## src/rtl/seven_seg_if.sv

```systemverilog
// Host load channel for seven_seg_scanner: valid/ready handshake carrying
// one BCD nibble per digit.
interface seven_seg_if #(
    parameter int unsigned DIGITS = 4
);
    logic                  load;
    logic [4*DIGITS-1:0]   value;
    logic                  ready;

    modport master (output load, output value, input ready);
    modport slave  (input load, input value, output ready);
endinterface

```

## src/rtl/seven_seg_scanner.sv

```systemverilog
// Time-multiplexed seven-segment scan controller with dead time and
// frame-aligned value updates. Optional leading-zero blanking: SEVENSEG_LZB_EN.
module seven_seg_scanner #(
    parameter int unsigned DIGITS       = 4,
    parameter int unsigned REFRESH_DIV  = 50000,
    parameter int unsigned BLANK_CYCLES = 64
) (
    input  logic              clk,
    input  logic              rst_n,
    input  logic              en,
    seven_seg_if.slave        bus,
    output logic [DIGITS-1:0] an,
    output logic [6:0]        seg
);
    localparam int unsigned VW   = 4 * DIGITS;
    localparam int unsigned MAXC = (REFRESH_DIV > BLANK_CYCLES) ? REFRESH_DIV : BLANK_CYCLES;
    localparam int unsigned CW   = (MAXC > 1) ? $clog2(MAXC) : 1;
    localparam int unsigned IW   = $clog2(DIGITS);

    typedef enum logic {
        BLANK = 1'b0,
        ON    = 1'b1
    } state_t;

    state_t          state;
    logic [CW-1:0]   cnt;
    logic [IW-1:0]   idx;
    logic [VW-1:0]   active;
    logic [VW-1:0]   shadow;
    logic            pending;
    logic            ready;

    assign bus.ready = ready;

    // Segment pattern for digit i of val; non-BCD nibbles show as zero.
    function automatic logic [6:0] digit_seg(input logic [VW-1:0] val, input logic [IW-1:0] i);
        logic [3:0] nib;
        logic [6:0] s;
        nib = val[4*i +: 4];
        case (nib)
            4'd0:    s = 7'b1111110;
            4'd1:    s = 7'b0110000;
            4'd2:    s = 7'b1101101;
            4'd3:    s = 7'b1111001;
            4'd4:    s = 7'b0110011;
            4'd5:    s = 7'b1011011;
            4'd6:    s = 7'b1011111;
            4'd7:    s = 7'b1110000;
            4'd8:    s = 7'b1111111;
            4'd9:    s = 7'b1111011;
            default: s = 7'b1111110;
        endcase
`ifdef SEVENSEG_LZB_EN
        if (i != '0 && (val >> (4*i)) == '0) s = 7'b0000000;
`endif
        return s;
    endfunction

    always_ff @(posedge clk or negedge rst_n) begin
        if (!rst_n) begin
            state   <= BLANK;
            cnt     <= '0;
            idx     <= '0;
            active  <= '0;
            shadow  <= '0;
            pending <= 1'b0;
            ready   <= 1'b1;
            an      <= '0;
            seg     <= '0;
        end else begin
            // Capture only happens with pending clear, so it never collides with a transfer.
            if (bus.load && ready) begin
                shadow  <= bus.value;
                pending <= 1'b1;
                ready   <= 1'b0;
            end

            if (!en) begin
                state <= BLANK;
                cnt   <= '0;
                idx   <= '0;
                an    <= '0;
                seg   <= '0;
                if (pending) begin
                    active  <= shadow;
                    pending <= 1'b0;
                    ready   <= 1'b1;
                end
            end else begin
                case (state)
                    BLANK: begin
                        if (cnt == CW'(BLANK_CYCLES - 1)) begin
                            state <= ON;
                            cnt   <= '0;
                            an    <= DIGITS'(1) << idx;
                            seg   <= digit_seg(active, idx);
                        end else begin
                            cnt <= cnt + CW'(1);
                        end
                    end
                    ON: begin
                        if (cnt == CW'(REFRESH_DIV - 1)) begin
                            state <= BLANK;
                            cnt   <= '0;
                            an    <= '0;
                            seg   <= '0;
                            // Last lit cycle of the final digit is the frame boundary.
                            if (idx == IW'(DIGITS - 1)) begin
                                idx <= '0;
                                if (pending) begin
                                    active  <= shadow;
                                    pending <= 1'b0;
                                    ready   <= 1'b1;
                                end
                            end else begin
                                idx <= idx + IW'(1);
                            end
                        end else begin
                            cnt <= cnt + CW'(1);
                        end
                    end
                    default: state <= BLANK;
                endcase
            end
        end
    end
endmodule
```

## src/flat_wrapper.sv

```systemverilog
// flat-port wrapper written by rule: the top's interface ports become plain ports
module seven_seg_scanner_flat 
#(
    parameter int unsigned DIGITS       = 4,
    parameter int unsigned REFRESH_DIV  = 50000,
    parameter int unsigned BLANK_CYCLES = 64
)
  (clk, rst_n, en, an, seg, bus_load, bus_value, bus_ready);
  seven_seg_if #(.DIGITS(DIGITS)) bus_i ();
  input  logic clk;
  input  logic rst_n;
  input  logic en;
  output logic [DIGITS-1:0] an;
  output logic [6:0] seg;
  input wire logic [$bits(bus_i.load)-1:0] bus_load;
  input wire logic [$bits(bus_i.value)-1:0] bus_value;
  output wire logic [$bits(bus_i.ready)-1:0] bus_ready;
  assign bus_i.load = bus_load;
  assign bus_i.value = bus_value;
  assign bus_ready = bus_i.ready;
  seven_seg_scanner #(.DIGITS(DIGITS), .REFRESH_DIV(REFRESH_DIV), .BLANK_CYCLES(BLANK_CYCLES)) u_core (.clk(clk), .rst_n(rst_n), .en(en), .bus(bus_i), .an(an), .seg(seg));
endmodule
```

## config.mk

```make
export PLATFORM = sky130hd
export DESIGN_NAME = seven_seg_scanner_flat
export DESIGN_NICKNAME = d
export VERILOG_FILES = /design/src/rtl/seven_seg_if.sv /design/src/rtl/seven_seg_scanner.sv /design/src/flat_wrapper.sv
export SDC_FILE = /design/constraint.sdc
export NUM_CORES = 1
export LEC_CHECK = 0
export CORE_MARGIN = 4
export CORE_UTILIZATION = 35
export DETAILED_ROUTE_END_ITERATION = 6
export GPL_ROUTABILITY_DRIVEN = 0
export PLACE_DENSITY = 0.57
export SLEW_MARGIN = 20
export SYNTH_ARGS = -nofsm -noshare
export SYNTH_HDL_FRONTEND = slang
export SYNTH_SLANG_ARGS = --single-unit
export TNS_END_PERCENT = 1
```

## constraint.sdc

```tcl
create_clock -name clk -period 1.9 [get_ports clk]
set_input_delay 0.38 -clock clk [delete_from_list [all_inputs] [get_ports clk]]
set_output_delay 0.38 -clock clk [all_outputs]
set_load 0.005 [all_outputs]
```

==> results of run 1 <==
## cell type report
type | count | area, um2 | share of cell area [%]
well taps | 108 | 135.1 | 3.265
multi-input cells | 168 | 1545 | 37.33
clock inverters | 7 | 72.57 | 1.753
inverters | 12 | 45.04 | 1.088
clock buffers | 9 | 123.9 | 2.993
repair buffers | 65 | 613.1 | 14.81
flip-flops and latches | 64 | 1604 | 38.75
## worst paths after layout
check,to,slack (ns),from,depth (start not counted)
worst max-delay path,u_core.seg[2],0.01,u_core.idx[0],5
worst min-delay path,u_core.cnt[13],0.48,rst_n,2
worst max register to register,u_core.seg[2],0.01,u_core.idx[0],5
worst min register to register,u_core.pending,0.50,u_core.pending,2
max in group asynchronous,u_core.bus.ready,0.77,rst_n,3
min in group clk,u_core.pending,0.50,u_core.pending,2
## flip-flops by register name, summed over array words and instances (netlist names)
| signal | flops |
|---|---|
| u_core.seg | 7 |
| u_core.an | 4 |
| u_core.active | 16 |
| u_core.idx | 2 |
| u_core.bus.ready | 1 |
| u_core.state | 1 |
| u_core.pending | 1 |
| u_core.shadow | 16 |
| u_core.cnt | 16 |
## cell usage after synthesis, drive strengths merged
library cell and n:
a21o 1, a21oi 8, a22o 4, a31oi 1, and2 2, and3 3, and4 3, and4bb 1
buf 6, clkbuf 7, dfrtp 63, dfstp 1, ha 9, inv 12, mux2 34, mux2i 9
mux4 4, nand2 7, nand2b 4, nand3 5, nand3b 1, nand4 7, nand4bb 2, nor2 17
nor2b 1, nor3 2, nor3b 4, nor4b 1, nor4bb 1, o2111ai 1, o211a 5, o211ai 2
o21a 4, o21ai 4, o22a 1, o31ai 2, or2 1, or3 3, or4 2, xnor2 4
xor2 8
## power groups by stage
stage	registers, mW	logic (mW)	clock network [mW]
after floorplan	1.40	0.0305	0
final	1.38	0.132	1.17
after detailed placement	1.40	0.134	0
after CTS	1.38	0.137	1.21
after global routing	1.38	0.150	1.26
after global placement	1.40	0.133	0
## layer usage
metal	part of all wire, %	routed length [um]	vias to the layer above	global-route usage, %
met5	0	0	-	0
met4	0.98	62	0	3.229
met3	4.5	281	6	4.159
met2	46	2910	41	19.73
met1	48	3058	1073	16.72
li1	-	-	1050	-
## metrics by stage
step	area (um2)	setup WS [ns]	total power [mW]
finish	4139	0.01272	2.678
global route	4139	-0.08662	2.794
CTS	4109	0.0002778	2.720
detailed placement	3891	-0.03845	1.539
global placement	3891	-0.01384	1.537
floorplan	3241	-0.09502	1.434
## timing repair
action                     CTS  global route
buffers inserted             1             0
resized for setup            3            10
pin swaps                    3             2
hold buffers                 1             0
hold endpoints to repair    16             0
setup endpoints to repair   15            29
## kinds of logic after synthesis
family | synth area share (%)
muxes | 18.49
AOI/OAI and AO/OA | 7.985
buffers and inverters | 3.876
and+or+nand+nor | 13.26
adders and majority gates | 3.488
DFF | 49.65
xor gates and xnor gates | 3.256
==> run metrics, run 1 <==
fraction of layout cells with a size suffix above 1=31.08%; Syn Nets=286; Core Util, Final=46.78%; Detailed Place HPWL=4670 um; DRT Wirelength=about 6300 um; slowest cell delay on critical path=0.58 ns; via/cell ratio=~5.0; initial antenna violation count=0; vias in the first global route=2276; clock skew=0.01084 ns; dominant cell type by area after synthesis=dfrtp_1; RSZ-0062 raised after global routing=yes; clock buffer depth=2; final cycle utilization of the critical path=99.33%; YS warnings=0; Pwr Density=646.9 nW/um2; CTS Buf Count=9; Root Buffer=clkbuf_8; Synth top area share=48.84%; Min-Delay Path Class=in2async; # setup viols final=0; Area growth syn-to-layout=28.22%; Crit path buffers/inverters=0; Fmax=529.9 MHz; clock transition at the registers of the reported paths=~0.080 ns; Flop pwr share=51.5%; netlist area before placement=3228 um2; drt wl/cell=14.58 um; Worst EP arrival=roughly 2.1 ns; CTS H-tree lvls=3; worst vdd ir=between 300 and 400 uV; worst skew pair latency=0.35 ns; cell count after placement=just over 400; Antenna diodes=0; FILL cells=833; nets@finish=349; Crit path max-delay family=multiplexers; Worst Tran Pin Value=about 0.41 ns; Die W=around 100 um; post-route insts no fill=433; top post-synthesis cells by area=dfrtp_1 49%, mux2_2 9.1%, mux2_4 3.7%, ha_1 3.5%, mux2i_1 2.8%; Lkg Pwr=about 1.9 nW; Tmin final=1.887 ns; Core Area=8848 um2; P_int=2.047 mW; clock power share=43.6%; worst path cell trace=mux4_2, ha_4, or4_1, o211ai_1, mux2i_1; Detail Route Antenna Nets=0; Worst EP required=2.12 ns; io pins=32; Initial Util=36.48%; final hold viol count=0; clk sinks=64; die area=10820 um2; hold slack final=0.4817 ns; Slowest cell on crit path=mux4_2; status=complete, no violations; Site Rows=34; CP Capture Type=flip-flop; Distinct cells, synth=51; Initial DRC Count=59; pins over their slew limit=0; Post-Synthesis Cells=~260; switching pwr=630.9 uW; First-pass DRT Iterations=4; Die H=104.0 um; Setup TNS=0 ns; GRT Overall Usage=between 10 and 15%; max-cap violation count=0; CTS tree=yes; pin count of the biggest net entering global routing=49; part of the power in combinational logic=4.9%; crit-path max FO=4; first-pass GRT wire length=11250 um; sequential area share after synthesis=49.65%; Rel. slew slack=72.75%; CP Class=reg2reg; syn_area_per_cell=around 13 um2; #FFs+latches synth=64; I/O Buffers=31; Worst Setup Start Kind=flip-flop; total congestion overflow=0; total number of vias=2170; most frequent cells in the layout=62 x dfrtp_1, 30 x clkdlybuf4s50_1, 29 x buf_4; commonest non-fill, non-tap cell in the layout=dfrtp_1; # DRC=0; Sw Ratio=23.56%
Power figures use the tool's default switching activity.
==> run 2, diff against run 1 <==
DONT_BUFFER_PORTS = 1   (was not set)
PLACE_DENSITY = 0.53   (was 0.57)
==> run 2 against run 1 <==
Net effect:
- sequential cell count did not move
- count of clock-buffer cells in the layout unchanged
- combinational power decreased by 33%
- final cell count is 7.9% lower
- first-iteration DRC count is 1.7% lower
- highest routed layer unchanged
- total power is 2.4% lower
- maximum frequency is 0.64% higher
- critical path type unchanged
- die area unchanged
- non-clock buffer count down 34
==> run metrics, run 2 (synthesis results as in run 1) <==
Lkg Pwr=1.779 nW (-7.5%); Pwr Density=686.1 nW/um2 (+6.0%); Setup WS post-layout=0.02478 ns (+0.01206 ns); Worst EP required=2.12 ns (about the same); part of the power in combinational logic=3.4% (-1.5 points); Worst Tran Pin Value=0.6166 ns (+0.2078 ns); CP Class=reg2reg; crit-path max FO=6 (+2); vias in the first global route=2106 (-7.5%); Fmax=533.3 MHz (+0.64%); nets@finish=315 (-9.7%); io pins=32 (unchanged); # setup viols final=0 (unchanged); Die H=104.0 um (unchanged); Site Rows=34 (unchanged); Core Util, Final=43.03% (-3.7 points); initial antenna violation count=0 (unchanged); first-pass GRT wire length=10430 um (-7.2%); gr busiest metal=met2; # DRC=0 (unchanged); via/cell ratio=5.060 (+0.97%); GR Layer Usage met3=4.469% (+0.31 points); status=complete, no violations; clock transition at the registers of the reported paths=0.07 ns (about the same); Antenna diodes=0 (unchanged); pin count of the biggest net entering global routing=65 (+33%); total number of vias=2019 (-7.0%); Die W=104.0 um (unchanged); clock skew=0.01041 ns (-0.0004356 ns); clock buffer depth=2 (unchanged); most frequent cells in the layout=62 x dfrtp_1, 25 x mux2_2, 23 x buf_4; met2 GRT Util=18.11% (-1.6 points); cell count after placement=375 (-9.6%); post-route insts no fill=399 (-7.9%); biggest regs=u_core.active x16, u_core.cnt x16, u_core.shadow x16; P_int=2.013 mW (-1.6%); drt wl/cell=15.27 um (+4.8%); Flop pwr share=52.9% (+1.4 points); Worst EP arrival=2.10 ns (about the same); First-pass DRT Iterations=4 (unchanged); worst vdd ir=549.7 uV (+50%); Sw Ratio=22.93% (-0.64 points); Area growth syn-to-layout=17.95%; switching pwr=598.9 uW (-5.1%); Initial DRC Count=58 (-1.7%); Place WS=-0.04179 ns (-0.003341 ns); CTS Buf Count=9 (unchanged); Min-Delay Path Class=in2reg; total congestion overflow=0 (unchanged); DRT Wirelength=6094 um (-3.5%); die area=10820 um2 (unchanged); I/O Buffers=0 (-100%); GRT Overall Usage=11.92% (-0.64 points); worst skew pair latency=0.34 ns (about the same); Root Buffer=clkbuf_8; CTS tree=yes; Core Area=8848 um2 (unchanged); Detailed Place HPWL=4326 um (-7.4%); commonest non-fill, non-tap cell in the layout=dfrtp_1; CP Capture Type=flip-flop; final cycle utilization of the critical path=98.70% (-0.63 points); Initial Util=36.48% (unchanged); Tmin final=1.875 ns (-0.01206 ns); max-cap violation count=0 (unchanged); Rel. slew slack=58.79% (-14 points); final hold viol count=0 (unchanged); pins over their slew limit=0 (unchanged); CTS H-tree lvls=3 (unchanged); clock power share=43.8% (+0.2 points); RSZ-0062 raised after global routing=yes; hold slack final=0.1589 ns (-0.3228 ns); grt met1 use=15.47% (-1.2 points); Detail Route Antenna Nets=0 (unchanged); Worst Setup Start Kind=flip-flop; clk sinks=64 (unchanged); fraction of layout cells with a size suffix above 1=34.02% (+2.9 points)
## run 2: layer usage
metal / vias to the layer above / wire length [um] / share of wire, %
li1: 991 / - / -
met4: 0 / 96 / 1.6
met3: 8 / 338 / 5.5
met5: - / 0 / 0
met2: 39 / 2837 / 47
met1: 981 / 2821 / 46
## run 2: cell type report
class                           count  area (um2)
Clock buffer                        9       123.9
Clock inverter                      7       72.57
Fill cell                         846        5041
Inverter                           12       45.04
Multi-Input combinational cell    168        1529
Sequential cell                    64        1604
Tap cell                          108       135.1
Timing Repair Buffer               31       297.8
## run 2: worst paths after layout
kind                             startpoint          endpoint  slack (ns)  cells after the start
min reg2reg                u_core.active[8]  u_core.active[8]        0.50                      1
max reg2reg                   u_core.cnt[1]     u_core.seg[4]        0.02                      6
min in group asynchronous             rst_n    u_core.cnt[14]        0.56                      2
min                                      en      u_core.state        0.16                      2
max in group asynchronous             rst_n  u_core.bus.ready        1.00                      2
max                           u_core.cnt[1]     u_core.seg[4]        0.02                      6
## run 2: worst max-delay path: stages, from the launching register on
cell	delay, ns
dfrtp_1	0.38
ha_2	0.19
nor4b_4	0.28
nand4_1	0.23
buf_4	0.20
o211a_4	0.27
a22o_1	0.21
## run 2: through the flow
stage                     setup TNS [ns]  power, mW  cell area [um2]
after CTS                              0      2.641             3725
after global placement                 0      1.450             3493
after floorplan                  -0.1355      1.434             3241
after global routing             -0.9638      2.735             3807
after detailed placement        -0.08777      1.451             3493
final                                  0      2.612             3807
## run 2: power groups by stage
stage	Combinational, mW	Sequential (mW)	Clock [mW]
after global routing	0.0991	1.38	1.25
final	0.0885	1.38	1.14
after global placement	0.0429	1.41	0
after CTS	0.0812	1.38	1.18
after floorplan	0.0305	1.40	0
after detailed placement	0.0443	1.41	0
## run 2: what timing repair did
| action | CTS | global route |
|---|---|---|
| cloned | 0 | 1 |
| setup endpoints to repair | 4 | 26 |
| setup buffers | 0 | 5 |
| hold endpoints to repair | 64 | 0 |
| pin swaps | 0 | 15 |
| resized for setup | 2 | 9 |
| hold buffers | 2 | 0 |
==> run 3, diff against run 2 <==
CAP_MARGIN = 20   (was not set)
==> results of run 3 <==
Same layout as run 2: the final DEF is identical, and so are final timing and power.
